[config.mk]
export PLATFORM = sky130hd
export DESIGN_NAME = inst_encoder
export DESIGN_NICKNAME = d
export VERILOG_FILES = /design/src/rtl/inst_encoder.sv
export SDC_FILE = /design/constraint.sdc
export NUM_CORES = 1
export LEC_CHECK = 0
export BUFFER_PORTS_ARGS = -buffer_cell sky130_fd_sc_hd__buf_2
export CAP_MARGIN = 20
export CORE_MARGIN = 4
export CORE_UTILIZATION = 55
export CTS_BUF_LIST = sky130_fd_sc_hd__clkbuf_4 sky130_fd_sc_hd__clkbuf_8
export CTS_CLUSTER_SIZE = 20
export DETAILED_ROUTE_END_ITERATION = 8
export PLACE_DENSITY = 0.75
export SYNTH_ARGS = -nofsm -noshare
export SYNTH_HDL_FRONTEND = slang
export SYNTH_SLANG_ARGS = --single-unit
[constraint.sdc]
create_clock -name clk -period 7.5 [get_ports clk]
set_input_delay 1.125 -clock clk [delete_from_list [all_inputs] [get_ports clk]]
set_output_delay 1.125 -clock clk [all_outputs]
set_load 0.005 [all_outputs]
[src/rtl/inst_encoder.sv]
// ---------------------------------------------------------------------------
// inst_encoder
//
// Turns abstract instruction commands (kind + register/immediate fields) into
// 32-bit MIPS-style machine words and queues them in a small FIFO. Each word
// leaves the FIFO paired with a running byte address that advances by 4 per
// word consumed. Unknown kinds are swallowed, pulse err_o and bump a
// saturating error counter.
//
// Ports
//   clk           clock, all state updates on the rising edge
//   rst           synchronous, active-high reset
//   cmd_valid_i   command present
//   cmd_ready_o   encoder can accept a command (FIFO not full, not in reset)
//   cmd_kind_i    instruction kind, 0..16 valid, 17..31 invalid
//   cmd_rs_i      rs field
//   cmd_rt_i      rt field
//   cmd_rd_i      rd field
//   cmd_sa_i      shift amount
//   cmd_imm_i     16-bit immediate
//   flush_i       discard all queued words
//   inst_valid_o  a word is available at the FIFO head
//   inst_ready_i  consumer takes the head word
//   inst_o        encoded word at the FIFO head (0 when empty)
//   inst_addr_o   byte address paired with inst_o
//   err_o         one-cycle pulse after an invalid kind is accepted
//   err_cnt_o     saturating count of invalid kinds
//
// Parameter
//   DEPTH         FIFO depth in words, must be a power of two
// ---------------------------------------------------------------------------
module inst_encoder #(
   parameter int DEPTH = 8
) (
   input  logic        clk,
   input  logic        rst,
   input  logic        cmd_valid_i,
   output logic        cmd_ready_o,
   input  logic [4:0]  cmd_kind_i,
   input  logic [4:0]  cmd_rs_i,
   input  logic [4:0]  cmd_rt_i,
   input  logic [4:0]  cmd_rd_i,
   input  logic [4:0]  cmd_sa_i,
   input  logic [15:0] cmd_imm_i,
   input  logic        flush_i,
   output logic        inst_valid_o,
   input  logic        inst_ready_i,
   output logic [31:0] inst_o,
   output logic [31:0] inst_addr_o,
   output logic        err_o,
   output logic [7:0]  err_cnt_o
);

   localparam int PTR_W = (DEPTH > 1) ? $clog2(DEPTH) : 1;
   localparam int CNT_W = $clog2(DEPTH + 1);
   localparam logic [CNT_W-1:0] DEPTH_C = CNT_W'(DEPTH);

   // Instruction kinds as they arrive on cmd_kind_i.
   typedef enum logic [4:0] {
      KIND_NOP  = 5'd0,
      KIND_OR   = 5'd1,
      KIND_AND  = 5'd2,
      KIND_XOR  = 5'd3,
      KIND_NOR  = 5'd4,
      KIND_SLLV = 5'd5,
      KIND_SRLV = 5'd6,
      KIND_SRAV = 5'd7,
      KIND_SLL  = 5'd8,
      KIND_SRL  = 5'd9,
      KIND_SRA  = 5'd10,
      KIND_ORI  = 5'd11,
      KIND_ANDI = 5'd12,
      KIND_XORI = 5'd13,
      KIND_LUI  = 5'd14,
      KIND_SYNC = 5'd15,
      KIND_PREF = 5'd16
   } kind_e;

   // Function codes for the SPECIAL (opcode 0) group.
   localparam logic [5:0] FUNCT_OR   = 6'b100101;
   localparam logic [5:0] FUNCT_AND  = 6'b100100;
   localparam logic [5:0] FUNCT_XOR  = 6'b100110;
   localparam logic [5:0] FUNCT_NOR  = 6'b100111;
   localparam logic [5:0] FUNCT_SLLV = 6'b000100;
   localparam logic [5:0] FUNCT_SRLV = 6'b000110;
   localparam logic [5:0] FUNCT_SRAV = 6'b000111;
   localparam logic [5:0] FUNCT_SLL  = 6'b000000;
   localparam logic [5:0] FUNCT_SRL  = 6'b000010;
   localparam logic [5:0] FUNCT_SRA  = 6'b000011;

   // Primary opcodes for the immediate group.
   localparam logic [5:0] OP_ORI  = 6'b001101;
   localparam logic [5:0] OP_ANDI = 6'b001100;
   localparam logic [5:0] OP_XORI = 6'b001110;
   localparam logic [5:0] OP_LUI  = 6'b001111;
   localparam logic [5:0] OP_PREF = 6'b110011;

   // Register-register logic/variable-shift layout: shamt field is zero.
   function automatic logic [31:0] reg_word(input logic [4:0] rs, input logic [4:0] rt,
                                            input logic [4:0] rd, input logic [5:0] funct);
      reg_word = {6'b000000, rs, rt, rd, 5'b00000, funct};
   endfunction

   // Constant-shift layout: rs slot is forced to zero, shamt carries sa.
   function automatic logic [31:0] shift_word(input logic [4:0] rt, input logic [4:0] rd,
                                              input logic [4:0] sa, input logic [5:0] funct);
      shift_word = {6'b000000, 5'b00000, rt, rd, sa, funct};
   endfunction

   // Immediate layout shared by ORI/ANDI/XORI/PREF.
   function automatic logic [31:0] imm_word(input logic [5:0] op, input logic [4:0] rs,
                                            input logic [4:0] rt, input logic [15:0] imm);
      imm_word = {op, rs, rt, imm};
   endfunction

   logic [31:0]      mem [DEPTH];
   logic [PTR_W-1:0] wr_ptr;
   logic [PTR_W-1:0] rd_ptr;
   logic [CNT_W-1:0] count;

   logic [31:0] enc_word;
   logic        kind_valid;
   logic        accept;
   logic        push;
   logic        pop;
   logic        err_event;

   // Handshake side. The FIFO refuses commands as soon as it is full, even if
   // the head is being popped in the same cycle, so the ready path never
   // depends on inst_ready_i. Reset forces both ready and valid low because
   // the count register is only cleared at the first reset edge.
   always_comb begin
      cmd_ready_o  = (count < DEPTH_C) && !rst;
      inst_valid_o = (count != '0) && !rst;
      inst_o       = inst_valid_o ? mem[rd_ptr] : 32'd0;
   end

   // Encoder: translate the command fields into a machine word. Anything
   // outside the known kinds is flagged invalid and produces no word.
   always_comb begin
      enc_word   = 32'd0;
      kind_valid = 1'b1;
      case (cmd_kind_i)
         KIND_NOP:  enc_word = 32'h0000_0000;
         KIND_OR:   enc_word = reg_word(cmd_rs_i, cmd_rt_i, cmd_rd_i, FUNCT_OR);
         KIND_AND:  enc_word = reg_word(cmd_rs_i, cmd_rt_i, cmd_rd_i, FUNCT_AND);
         KIND_XOR:  enc_word = reg_word(cmd_rs_i, cmd_rt_i, cmd_rd_i, FUNCT_XOR);
         KIND_NOR:  enc_word = reg_word(cmd_rs_i, cmd_rt_i, cmd_rd_i, FUNCT_NOR);
         KIND_SLLV: enc_word = reg_word(cmd_rs_i, cmd_rt_i, cmd_rd_i, FUNCT_SLLV);
         KIND_SRLV: enc_word = reg_word(cmd_rs_i, cmd_rt_i, cmd_rd_i, FUNCT_SRLV);
         KIND_SRAV: enc_word = reg_word(cmd_rs_i, cmd_rt_i, cmd_rd_i, FUNCT_SRAV);
         KIND_SLL:  enc_word = shift_word(cmd_rt_i, cmd_rd_i, cmd_sa_i, FUNCT_SLL);
         KIND_SRL:  enc_word = shift_word(cmd_rt_i, cmd_rd_i, cmd_sa_i, FUNCT_SRL);
         KIND_SRA:  enc_word = shift_word(cmd_rt_i, cmd_rd_i, cmd_sa_i, FUNCT_SRA);
         KIND_ORI:  enc_word = imm_word(OP_ORI, cmd_rs_i, cmd_rt_i, cmd_imm_i);
         KIND_ANDI: enc_word = imm_word(OP_ANDI, cmd_rs_i, cmd_rt_i, cmd_imm_i);
         KIND_XORI: enc_word = imm_word(OP_XORI, cmd_rs_i, cmd_rt_i, cmd_imm_i);
         KIND_LUI:  enc_word = imm_word(OP_LUI, 5'b00000, cmd_rt_i, cmd_imm_i);
         KIND_SYNC: enc_word = 32'h0000_000F;
         KIND_PREF: enc_word = imm_word(OP_PREF, cmd_rs_i, cmd_rt_i, cmd_imm_i);
         default: begin
            enc_word   = 32'd0;
            kind_valid = 1'b0;
         end
      endcase
   end

   // Transfer qualifiers. An accepted invalid kind still reports its error
   // during a flush; a flush simply suppresses any FIFO movement.
   always_comb begin
      accept    = cmd_valid_i && cmd_ready_o;
      err_event = accept && !kind_valid;
      push      = accept && kind_valid && !flush_i;
      pop       = inst_valid_o && inst_ready_i && !flush_i;
   end

   // Storage array. Not reset: stale entries are unreachable because inst_o
   // is gated by the count, and push is already blocked while in reset.
   always_ff @(posedge clk) begin
      if (push) begin
         mem[wr_ptr] <= enc_word;
      end
   end

   // Pointers and occupancy. Flush empties the queue but leaves the address
   // counter alone, so the stream of addresses continues where it stopped.
   always_ff @(posedge clk) begin
      if (rst || flush_i) begin
         wr_ptr <= '0;
         rd_ptr <= '0;
         count  <= '0;
      end else begin
         if (push) begin
            wr_ptr <= wr_ptr + PTR_W'(1);
         end
         if (pop) begin
            rd_ptr <= rd_ptr + PTR_W'(1);
         end
         case ({push, pop})
            2'b10:   count <= count + CNT_W'(1);
            2'b01:   count <= count - CNT_W'(1);
            default: count <= count;
         endcase
      end
   end

   // Byte address of the head word: one word (4 bytes) further on every pop,
   // wrapping naturally at 2^32.
   always_ff @(posedge clk) begin
      if (rst) begin
         inst_addr_o <= 32'd0;
      end else if (pop) begin
         inst_addr_o <= inst_addr_o + 32'd4;
      end
   end

   // Error reporting: the pulse lands in the cycle after the bad command was
   // accepted, and the counter sticks at 255 instead of wrapping.
   always_ff @(posedge clk) begin
      if (rst) begin
         err_o     <= 1'b0;
         err_cnt_o <= 8'd0;
      end else begin
         err_o <= err_event;
         if (err_event && (err_cnt_o != 8'hFF)) begin
            err_cnt_o <= err_cnt_o + 8'd1;
         end
      end
   end

endmodule

==> flow_summary_export.csv, run 1 <==
group,metric,value,unit
worst_setup_path,crit_arrival,2930,ps
clock_network,clock_latency,550,ps
timing,fmaxAchievable,247,MHz
worst_setup_path,ff2ff_path_depth,4,
hold_path,hold_path.class,"reg -> reg",
synthesis,yosys_warnings,0,
clock_network,root_buffer,"clkbuf_8",
cells_and_area,layout_common_cells,"edfxtp_1, buf_2, nor2_1, mux4_2, dfxtp_1",
timing,setup_viol,0,
hold_path,holdCritStartpoint,"wr_ptr[0]",
worst_setup_path,critPathKind,"reg -> out",
worst_setup_path,worstSetupPathDepth,5,
pwr,finalPower,3.17,mW
worst_setup_path,crit_family,"multiplexers",
hold_path,whs_path_depth,2,
clock_network,cts_setup_buffers,0,
pwr,p_int,2.53,mW
worst_setup_path,r2r_slack,4740,ps
synthesis,post_synth_main_area_contributors,"edfxtp_1, mux4_2, dfxtp_1",
timing,max-slew-margin-rel,26.9,%
worst_setup_path,cp_slowest_cell,"dfxtp_4",
synthesis,syn_area,12200,um2
pwr,ir_worst_vdd,0.130,mV
clock_network,clkSlewWorstSetupHoldPaths,60,ps
clock_network,cts_tree,"yes",
worst_setup_path,r2r-start,"count[3]",
clock_network,h-tree-depth,2,
pwr,p_sw_share,20.1,%
grt,track_usage,19.7,%
hold_path,min_to,"wr_ptr[0]",
detailed_routing,vias_per_cell,5.74,
worst_setup_path,crit_path_cell_trace,"buf_4 > mux4_2 > mux2i_1 > nor2_1 > buf_2",
pwr,p_switching,0.637,mW
timing,final_max_slew_viol_count,0,
clock_network,clk_path_buf_depth,3,
pwr,pwr-share-comb,3.0,%
clock_network,numCtsBuffers,45,
clock_network,ctsResizeCount,0,
place,globalplace.congestion,0.778,
floorplan,design.core.area,21800,um2
detailed_routing,drc,0,
detailed_routing,vias,6925,
timing,layout_min_cycle_time,4050,ps
place,io_buffers,118,
worst_setup_path,critPathLaunchType,"flop",
clock_network,cts_num_sinks,292,
place,hpwl,14.2,mm
detailed_routing,drt_wl_total,23.7,mm
cells_and_area,final_common_cell,"edfxtp_1",
detailed_routing,drtPass1Iterations,5,
timing,fin_crit_sh,54.1,%
timing,rsz0062_at_grt,"no",
worst_setup_path,reg2reg_to,"mem[7][23]",
cells_and_area,nets,944,
detailed_routing,ant_nets,0,
synthesis,synth.top_cell.area_share,59.3,%
worst_setup_path,crit_required,6380,ps
clock_network,cts_hold_buf,0,
grt,grt-ovfl-total,0,
floorplan,fp.dieH,157,um
floorplan,ios,121,
pwr,seq_power_share,55.8,%
worst_setup_path,critical_path.n_buffers_inverters,2,
synthesis,ys_async_sr_fraction,0,%
cells_and_area,drive_above_1_share,31.7,%
grt,grt_max_degree,61,
timing,worst_pin_slew,1090,ps
worst_setup_path,critPathMaxStageDelay,740,ps
worst_setup_path,end_kind,"primary output",
run,cap_violations,0,
pwr,power_density,227,nW/um2
timing,finalHoldViolations,0,
cells_and_area,antennaDiodeCount,0,
timing,fin_tns_setup,0,ps
timing,fin_skew,29.2,ps
worst_setup_path,crit_fanout,31,
synthesis,synthFlopType,"edfxtp_1",
synthesis,ys_ff_latch,292,
detailed_routing,wire_per_inst,19.6,um
synthesis,yosys.area.top_type,"edfxtp_1",
floorplan,die_w,157,um
status,outcome,"finished, final reports clean",
pwr,pwr-share-clk,41.2,%
cells_and_area,area_growth,14.7,%
synthesis,synthCells,762,
floorplan,start_util,55.8,%
detailed_routing,first_iter_violations,450,
grt,antenna_found_initial,1,
synthesis,seq_area_frac_synth,67.9,%
grt,grt_pass1_wl,37.7,mm
grt,grt_pass1_vias,7050,
floorplan,rows,54,
synthesis,avgSynthCellArea,15.9,um2
synthesis,synth-edff-count,240,
synthesis,synth_cell_type_count,57,
pwr,p_leak,4.66,nW
floorplan,die_area,24500,um2
-- layout make-up --
cell class / instances / area [um2]
Clock buffer: 69 / 818
Clock inverter: 13 / 92.6
Fill cell: 1541 / 7830
Inverter: 16 / 60.1
Multi-Input combinational cell: 409 / 3680
Sequential cell: 292 / 8250
Tap cell: 280 / 350
Timing Repair Buffer: 127 / 678
-- cell families after synthesis --
kind of cell	count (synthesis)	share of synthesized area (%)
adder cells (fa/ha/maj)	8	0.803
flip-flops	292	67.9
AND/OR/NAND/NOR	204	8.87
other	1	0.0309
AO/OA/AOI/OAI	67	3.71
buffers and inverters	62	2.34
multiplexers	94	13.9
XOR/XNOR	34	2.45
-- worst min-delay path: cells and delay by family, from the launching register on --
kind | cells | cell delay, ps
flops | 1 | 330
simple gates | 1 | 60
compound gates | 1 | 60
-- routing by layer --
metal	up-vias	share of wire, %	track usage [%]
li1	3196	-	-
met1	3479	42	27.0
met2	219	51	33.0
met3	29	6.0	3.65
met4	2	1.3	5.12
met5	-	0.030	0
-- per-stage QoR --
| stage | setup WS, ps | hold WS [ps] | util, % | instances | cell area [um2] |
|---|---|---|---|---|---|
| final | 3450 | 489 | 64.0 | 1206 | 13900 |
| after global routing | 3150 | 518 | 64.0 | 1206 | 13900 |
| after CTS | 3300 | 495 | 63.9 | 1205 | 13900 |
| after detailed placement | 3490 | 488 | 59.7 | 1123 | 13000 |
| after global placement | 3540 | 482 | 59.7 | 1123 | 13000 |
| after floorplan | 2720 | 462 | - | 763 | 12200 |
-- cells in the mapped netlist, drive strengths merged (4+ instances only) --
cell and count:
nor2 80, mux2i 34, or3 9, buf 23, a22o 11, inv 16
and2 9, xnor2 24, nand4 9, mux4 60, nor2b 10, o21ai 15
nand2 26, ha 7, edfxtp 240, dfxtp 52, nor3 15, xor2 10
a21o 4, and4 4, clkbuf 23, nor4 10, a21oi 20, nand2b 5
nand3 14
-- how the worst max path moves through the flow --
stage | startpoint | to | slack (ps)
2_1_floorplan | cmd_kind_i[2] | mem[1][0] | 2720
3_3_place_gp | rst | mem[3][16] | 3540
3_5_place_dp | rst | mem[3][16] | 3490
4_1_cts | flop | inst_o[31] | 3300
5_1_grt | flop | inst_o[31] | 3150
6_report | flop | inst_o[3] | 3450
-- power by group through the flow --
stage,clock (mW),combinational [mW],sequential [mW]
final,1.31,0.0943,1.77
after global routing,1.42,0.105,1.77
after CTS,1.33,0.0950,1.77
after detailed placement,0,0.0948,1.80
after global placement,0,0.0922,1.80
after floorplan,0,0.0594,1.80
-- state kept, by name, indices dropped and copies added, names as in the netlist, named ones only --
name / count
count: 4
err_cnt_o: 8
err_o: 1
inst_addr_o: 30
mem: 240
rd_ptr: 3
wr_ptr: 3
No activity file was read; power rests on OpenSTA's default activity.
==> run 2: changes to the inputs <==
--- a/config.mk
+++ b/config.mk
@@ -12,7 +12,7 @@
 export CTS_BUF_LIST = sky130_fd_sc_hd__clkbuf_4 sky130_fd_sc_hd__clkbuf_8
 export CTS_CLUSTER_SIZE = 20
 export DETAILED_ROUTE_END_ITERATION = 8
-export PLACE_DENSITY = 0.75
+export PLACE_DENSITY = 0.78
 export SYNTH_ARGS = -nofsm -noshare
 export SYNTH_HDL_FRONTEND = slang
 export SYNTH_SLANG_ARGS = --single-unit
==> constraint.sdc (replaced) <==
create_clock -name clk -period 3.5 [get_ports clk]
set_input_delay 0.525 -clock clk [delete_from_list [all_inputs] [get_ports clk]]
set_output_delay 0.525 -clock clk [all_outputs]
set_load 0.005 [all_outputs]
==> flow_summary_export.csv, run 2 (same netlist as run 1, synthesis figures left out) <==
group,metric,value,unit
cells_and_area,final_common_cell,"edfxtp_1",
cells_and_area,antennaDiodeCount,0,
timing,setup_viol,0,
clock_network,h-tree-depth,2,
place,placed_area,13200,um2
clock_network,clkSlewWorstSetupHoldPaths,60,ps
floorplan,die_area,24500,um2
detailed_routing,wl_met3,1.75,mm
clock_network,clock_latency,550,ps
detailed_routing,drt_wl_total,24.2,mm
timing,hold_slack,380,ps
clock_network,clk_path_buf_depth,3,
place,dp_cells,1135,
detailed_routing,vias,6965,
clock_network,ctsResizeCount,0,
clock_network,cts_hold_buf,0,
floorplan,design.core.area,21800,um2
detailed_routing,top_layer_used,"met5",
worst_setup_path,end_kind,"primary output",
cells_and_area,largest_register_ffs,240,
worst_setup_path,crit_arrival,2480,ps
grt,grt_pass1_vias,7095,
pwr,p_leak,4.72,nW
timing,fmaxAchievable,333,MHz
clock_network,numCtsBuffers,46,
run,cap_violations,0,
floorplan,fp.dieH,157,um
cells_and_area,fin_cells,1219,
place,globalplace.congestion,0.797,
cells_and_area,drive_above_1_share,31.7,%
worst_setup_path,crit_path_cell_trace,"buf_4 > mux4_2 > mux2i_1 > nor2_1 > buf_2",
timing,final_max_slew_viol_count,0,
detailed_routing,drtPass1Iterations,5,
cells_and_area,nets,956,
cells_and_area,regMostFlops,"mem",
grt,grt_max_degree,45,
worst_setup_path,critPathKind,"reg -> out",
detailed_routing,met2_length,12.0,mm
detailed_routing,vias_per_cell,5.71,
detailed_routing,wire_per_inst,19.9,um
timing,rsz0062_at_grt,"no",
place,hpwl,14.4,mm
floorplan,start_util,55.8,%
clock_network,cts_setup_buffers,0,
grt,grt_pass1_wl,38.6,mm
grt,antenna_found_initial,1,
timing,fin_skew,24.0,ps
floorplan,ios,121,
clock_network,root_buffer,"clkbuf_8",
hold_path,hold_path.class,"in -> reg",
grt,track_usage,20.3,%
timing,finalHoldViolations,0,
detailed_routing,drc,0,
worst_setup_path,cp_slowest_cell,"dfxtp_4",
timing,layout_min_cycle_time,3010,ps
timing,fin_crit_sh,85.9,%
cells_and_area,layout_common_cells,"edfxtp_1, buf_2, nor2_1, mux4_2, dfxtp_1",
cells_and_area,top_regs,"mem: 240 flops, inst_addr_o: 30 flops, err_cnt_o: 8 flops",
worst_setup_path,crit_required,2970,ps
cells_and_area,design_area,14100,um2
detailed_routing,drt-met1-wl,9.91,mm
worst_setup_path,crit_fanout,21,
detailed_routing,first_iter_violations,413,
cells_and_area,nFillCells,1504,
pwr,power_density,480,nW/um2
place,io_buffers,118,
status,outcome,"finished, final reports clean",
cells_and_area,area_growth,16.1,%
worst_setup_path,critPathMaxStageDelay,620,ps
clock_network,cts_tree,"yes",
detailed_routing,ant_nets,0,
pwr,ir_worst_vdd,0.352,mV
floorplan,die_w,157,um
clock_network,cts_num_sinks,292,
timing,max-slew-margin-rel,37.7,%
timing,worst_pin_slew,928,ps
timing,fin_tns_setup,0,ps
floorplan,rows,54,
grt,grt-ovfl-total,0,
pwr,finalPower,6.77,mW
worst_setup_path,critPathLaunchType,"flop",
## run 2: critical path: cells and delay by family (launching register included)
family                 cells  cell delay (ps)
AND/OR/NAND/NOR            1               90
flip-flops                 1              620
multiplexers               2              700
buffers and inverters      2              530
## run 2: metrics by stage
step / worst slack [ps] / utilization [%]
after floorplan: 120 / -
after global placement: 363 / 60.7
after detailed placement: 273 / 60.7
after CTS: 405 / 64.8
after global routing: 310 / 64.8
final: 493 / 64.8
## run 2: area by class of cell
| cell class | instances | area (um2) | area share [%] |
|---|---|---|---|
| sequential | 292 | 8250 | 58.5 |
| inverter | 16 | 60.1 | 0.426 |
| clock buffer | 59 | 731 | 5.18 |
| timing repair buffer | 138 | 853 | 6.05 |
| tap | 280 | 350 | 2.48 |
| multi-input combinational | 409 | 3690 | 26.2 |
| clock inverter | 25 | 169 | 1.20 |
## run 2: power by group
group | internal [mW] | switching (mW) | total (mW)
registers | 3.78 | 0.00504 | 3.79
clock network | 1.52 | 1.25 | 2.78
logic | 0.0752 | 0.130 | 0.206
total | 5.38 | 1.39 | 6.77
## run 2: final timing paths
kind	start	endpoint	slack, ps	depth (start not counted)
setup / recovery	flop	inst_o[16]	490	5
hold / removal	flush_i	wr_ptr[1]	380	4
setup reg to reg	count[3]	count[2]	700	10
hold reg to reg	wr_ptr[0]	wr_ptr[0]	500	2
## run 2: routing by layer
layer	track usage, %	vias to the layer above
met2	34.1	240
met1	26.8	3459
met4	6.45	2
met5	0	-
li1	-	3224
met3	4.31	40
==> run 3: changes to the inputs <==
--- a/config.mk
+++ b/config.mk
@@ -12,7 +12,7 @@
 export CTS_BUF_LIST = sky130_fd_sc_hd__clkbuf_4 sky130_fd_sc_hd__clkbuf_8
 export CTS_CLUSTER_SIZE = 20
 export DETAILED_ROUTE_END_ITERATION = 8
-export PLACE_DENSITY = 0.78
+export PLACE_DENSITY = 0.75
 export SYNTH_ARGS = -nofsm -noshare
 export SYNTH_HDL_FRONTEND = slang
 export SYNTH_SLANG_ARGS = --single-unit
==> constraint.sdc (replaced) <==
create_clock -name clk -period 2.85 [get_ports clk]
set_input_delay 0.4275 -clock clk [delete_from_list [all_inputs] [get_ports clk]]
set_output_delay 0.4275 -clock clk [all_outputs]
set_load 0.005 [all_outputs]
==> flow_summary_export.csv, run 3 (same netlist as run 1, synthesis figures left out) <==
group,metric,value,unit
clock_network,h-tree-depth,2,
place,dp_slack,7.11,ps
cells_and_area,area_growth,18.0,%
detailed_routing,drtPass1Iterations,5,
detailed_routing,drt_wl_total,24.8,mm
cells_and_area,finish.utilization,65.9,%
hold_path,hold_path.class,"in -> reg",
pwr,p_switching,1.76,mW
clock_network,clock_latency,550,ps
timing,fin_ws,169,ps
cells_and_area,layout_common_cells,"edfxtp_1, buf_2, nor2_1, mux4_2, clkbuf_8",
place,dp_cells,1149,
cells_and_area,regMostFlops,"mem",
pwr,seq_power_share,54.4,%
floorplan,start_util,55.8,%
cells_and_area,final_common_cell,"edfxtp_1",
detailed_routing,vias,6988,
pwr,p_int,6.80,mW
timing,fin_crit_sh,94.1,%
cells_and_area,top_regs,"mem: 240 flops, inst_addr_o: 30 flops, err_cnt_o: 8 flops",
timing,fmaxAchievable,373,MHz
timing,finalHoldViolations,0,
clock_network,clkSlewWorstSetupHoldPaths,60,ps
detailed_routing,ant_nets,0,
pwr,pwr-share-comb,3.1,%
worst_setup_path,r2r_slack,260,ps
clock_network,cts_tree,"yes",
worst_setup_path,crit_path_cell_trace,"buf_12 > mux4_2 > mux2i_1 > nor2_1 > buf_2",
worst_setup_path,end_kind,"primary output",
cells_and_area,largest_register_ffs,240,
timing,max-slew-margin-rel,44.1,%
worst_setup_path,critPathLaunchType,"flop",
cells_and_area,fin_cells,1235,
place,globalplace.congestion,0.819,
run,cap_violations,0,
clock_network,cts_setup_buffers,0,
floorplan,ios,121,
floorplan,die_area,24500,um2
floorplan,die_w,157,um
floorplan,rows,54,
grt,grt_pass1_vias,7078,
timing,setup_viol,0,
worst_setup_path,crit_fanout,29,
floorplan,design.core.area,21800,um2
detailed_routing,drt-met1-wl,10.3,mm
grt,grt_pass1_wl,39.2,mm
timing,final_max_slew_viol_count,0,
clock_network,root_buffer,"clkbuf_8",
pwr,ir_worst_vdd,0.337,mV
pwr,pwr-share-clk,42.5,%
grt,grt_max_degree,44,
worst_setup_path,cp_slowest_cell,"dfxtp_2",
detailed_routing,wire_per_inst,20.1,um
place,io_buffers,118,
cells_and_area,drive_above_1_share,33.5,%
pwr,p_sw_share,20.5,%
status,outcome,"finished, final reports clean",
grt,antenna_found_initial,0,
timing,fin_skew,20.4,ps
detailed_routing,wl_met3,1.66,mm
detailed_routing,first_iter_violations,390,
clock_network,cts_num_sinks,292,
detailed_routing,met2_length,12.5,mm
detailed_routing,drc,0,
worst_setup_path,crit_arrival,2250,ps
worst_setup_path,critPathMaxStageDelay,660,ps
clock_network,cts_hold_buf,0,
detailed_routing,top_layer_used,"met4",
clock_network,numCtsBuffers,46,
clock_network,clk_path_buf_depth,3,
worst_setup_path,critPathKind,"reg -> out",
worst_setup_path,crit_required,2420,ps
grt,grt-ovfl-total,0,
floorplan,fp.dieH,157,um
pwr,power_density,597,nW/um2
pwr,p_leak,4.84,nW
cells_and_area,nets,970,
place,hpwl,15.5,mm
timing,layout_min_cycle_time,2680,ps
cells_and_area,antennaDiodeCount,0,
timing,worst_pin_slew,829,ps
detailed_routing,vias_per_cell,5.66,
timing,rsz0062_at_grt,"no",
grt,track_usage,20.8,%
## run 3: worst max-delay path, delay by kind of cell (launching register included)
family / cells / cell delay, ps
buf+inv: 2 / 410
flops: 1 / 660
simple gates: 1 / 60
mux: 2 / 580
## run 3: power by group through the flow
stage | combinational (mW) | clock (mW) | sequential, mW
finish | 0.267 | 3.64 | 4.65
global route | 0.294 | 3.96 | 4.65
global placement | 0.259 | 0 | 4.74
detailed placement | 0.268 | 0 | 4.74
CTS | 0.269 | 3.73 | 4.65
floorplan | 0.156 | 0 | 4.74
## run 3: path summary, 6_finish.rpt
| kind | startpoint | to | cells past startpoint |
|---|---|---|---|
| setup reg to reg | count[3] | count[2] | 9 |
| hold reg to reg | err_cnt_o[6] | err_cnt_o[6] | 2 |
| setup / recovery | flop | inst_o[27] | 5 |
| hold / removal | rst | flop | 4 |
## run 3: metal layers
layer	GRT usage (%)	up-vias
met5	0	-
li1	-	3252
met4	5.50	0
met3	4.84	31
met1	27.8	3470
met2	34.9	235
## run 3: repair_timing
item,4_1_cts,5_1_grt
hold endpoints to repair,0,0
gates resized for setup,0,1
setup endpoints to repair,0,2
## run 3: layout make-up
cell class,instances,area (um2)
fillers,1505,7410
clock buffers,64,818
repair buffers,152,1010
inverters,16,60.1
multi-input cells,409,3690
flip-flops and latches,292,8250
clock inverters,22,158
well taps,280,350
## run 3: metrics by stage
step | area [um2] | hold WS [ps] | total power, mW | setup TNS, ps
finish | 14300 | 256 | 8.56 | 0
global route | 14300 | 315 | 8.91 | 0
CTS | 14300 | 231 | 8.65 | 0
detailed placement | 13400 | 493 | 5.01 | 0
global placement | 13400 | 484 | 5.00 | 0
floorplan | 12200 | 462 | 4.90 | -92650
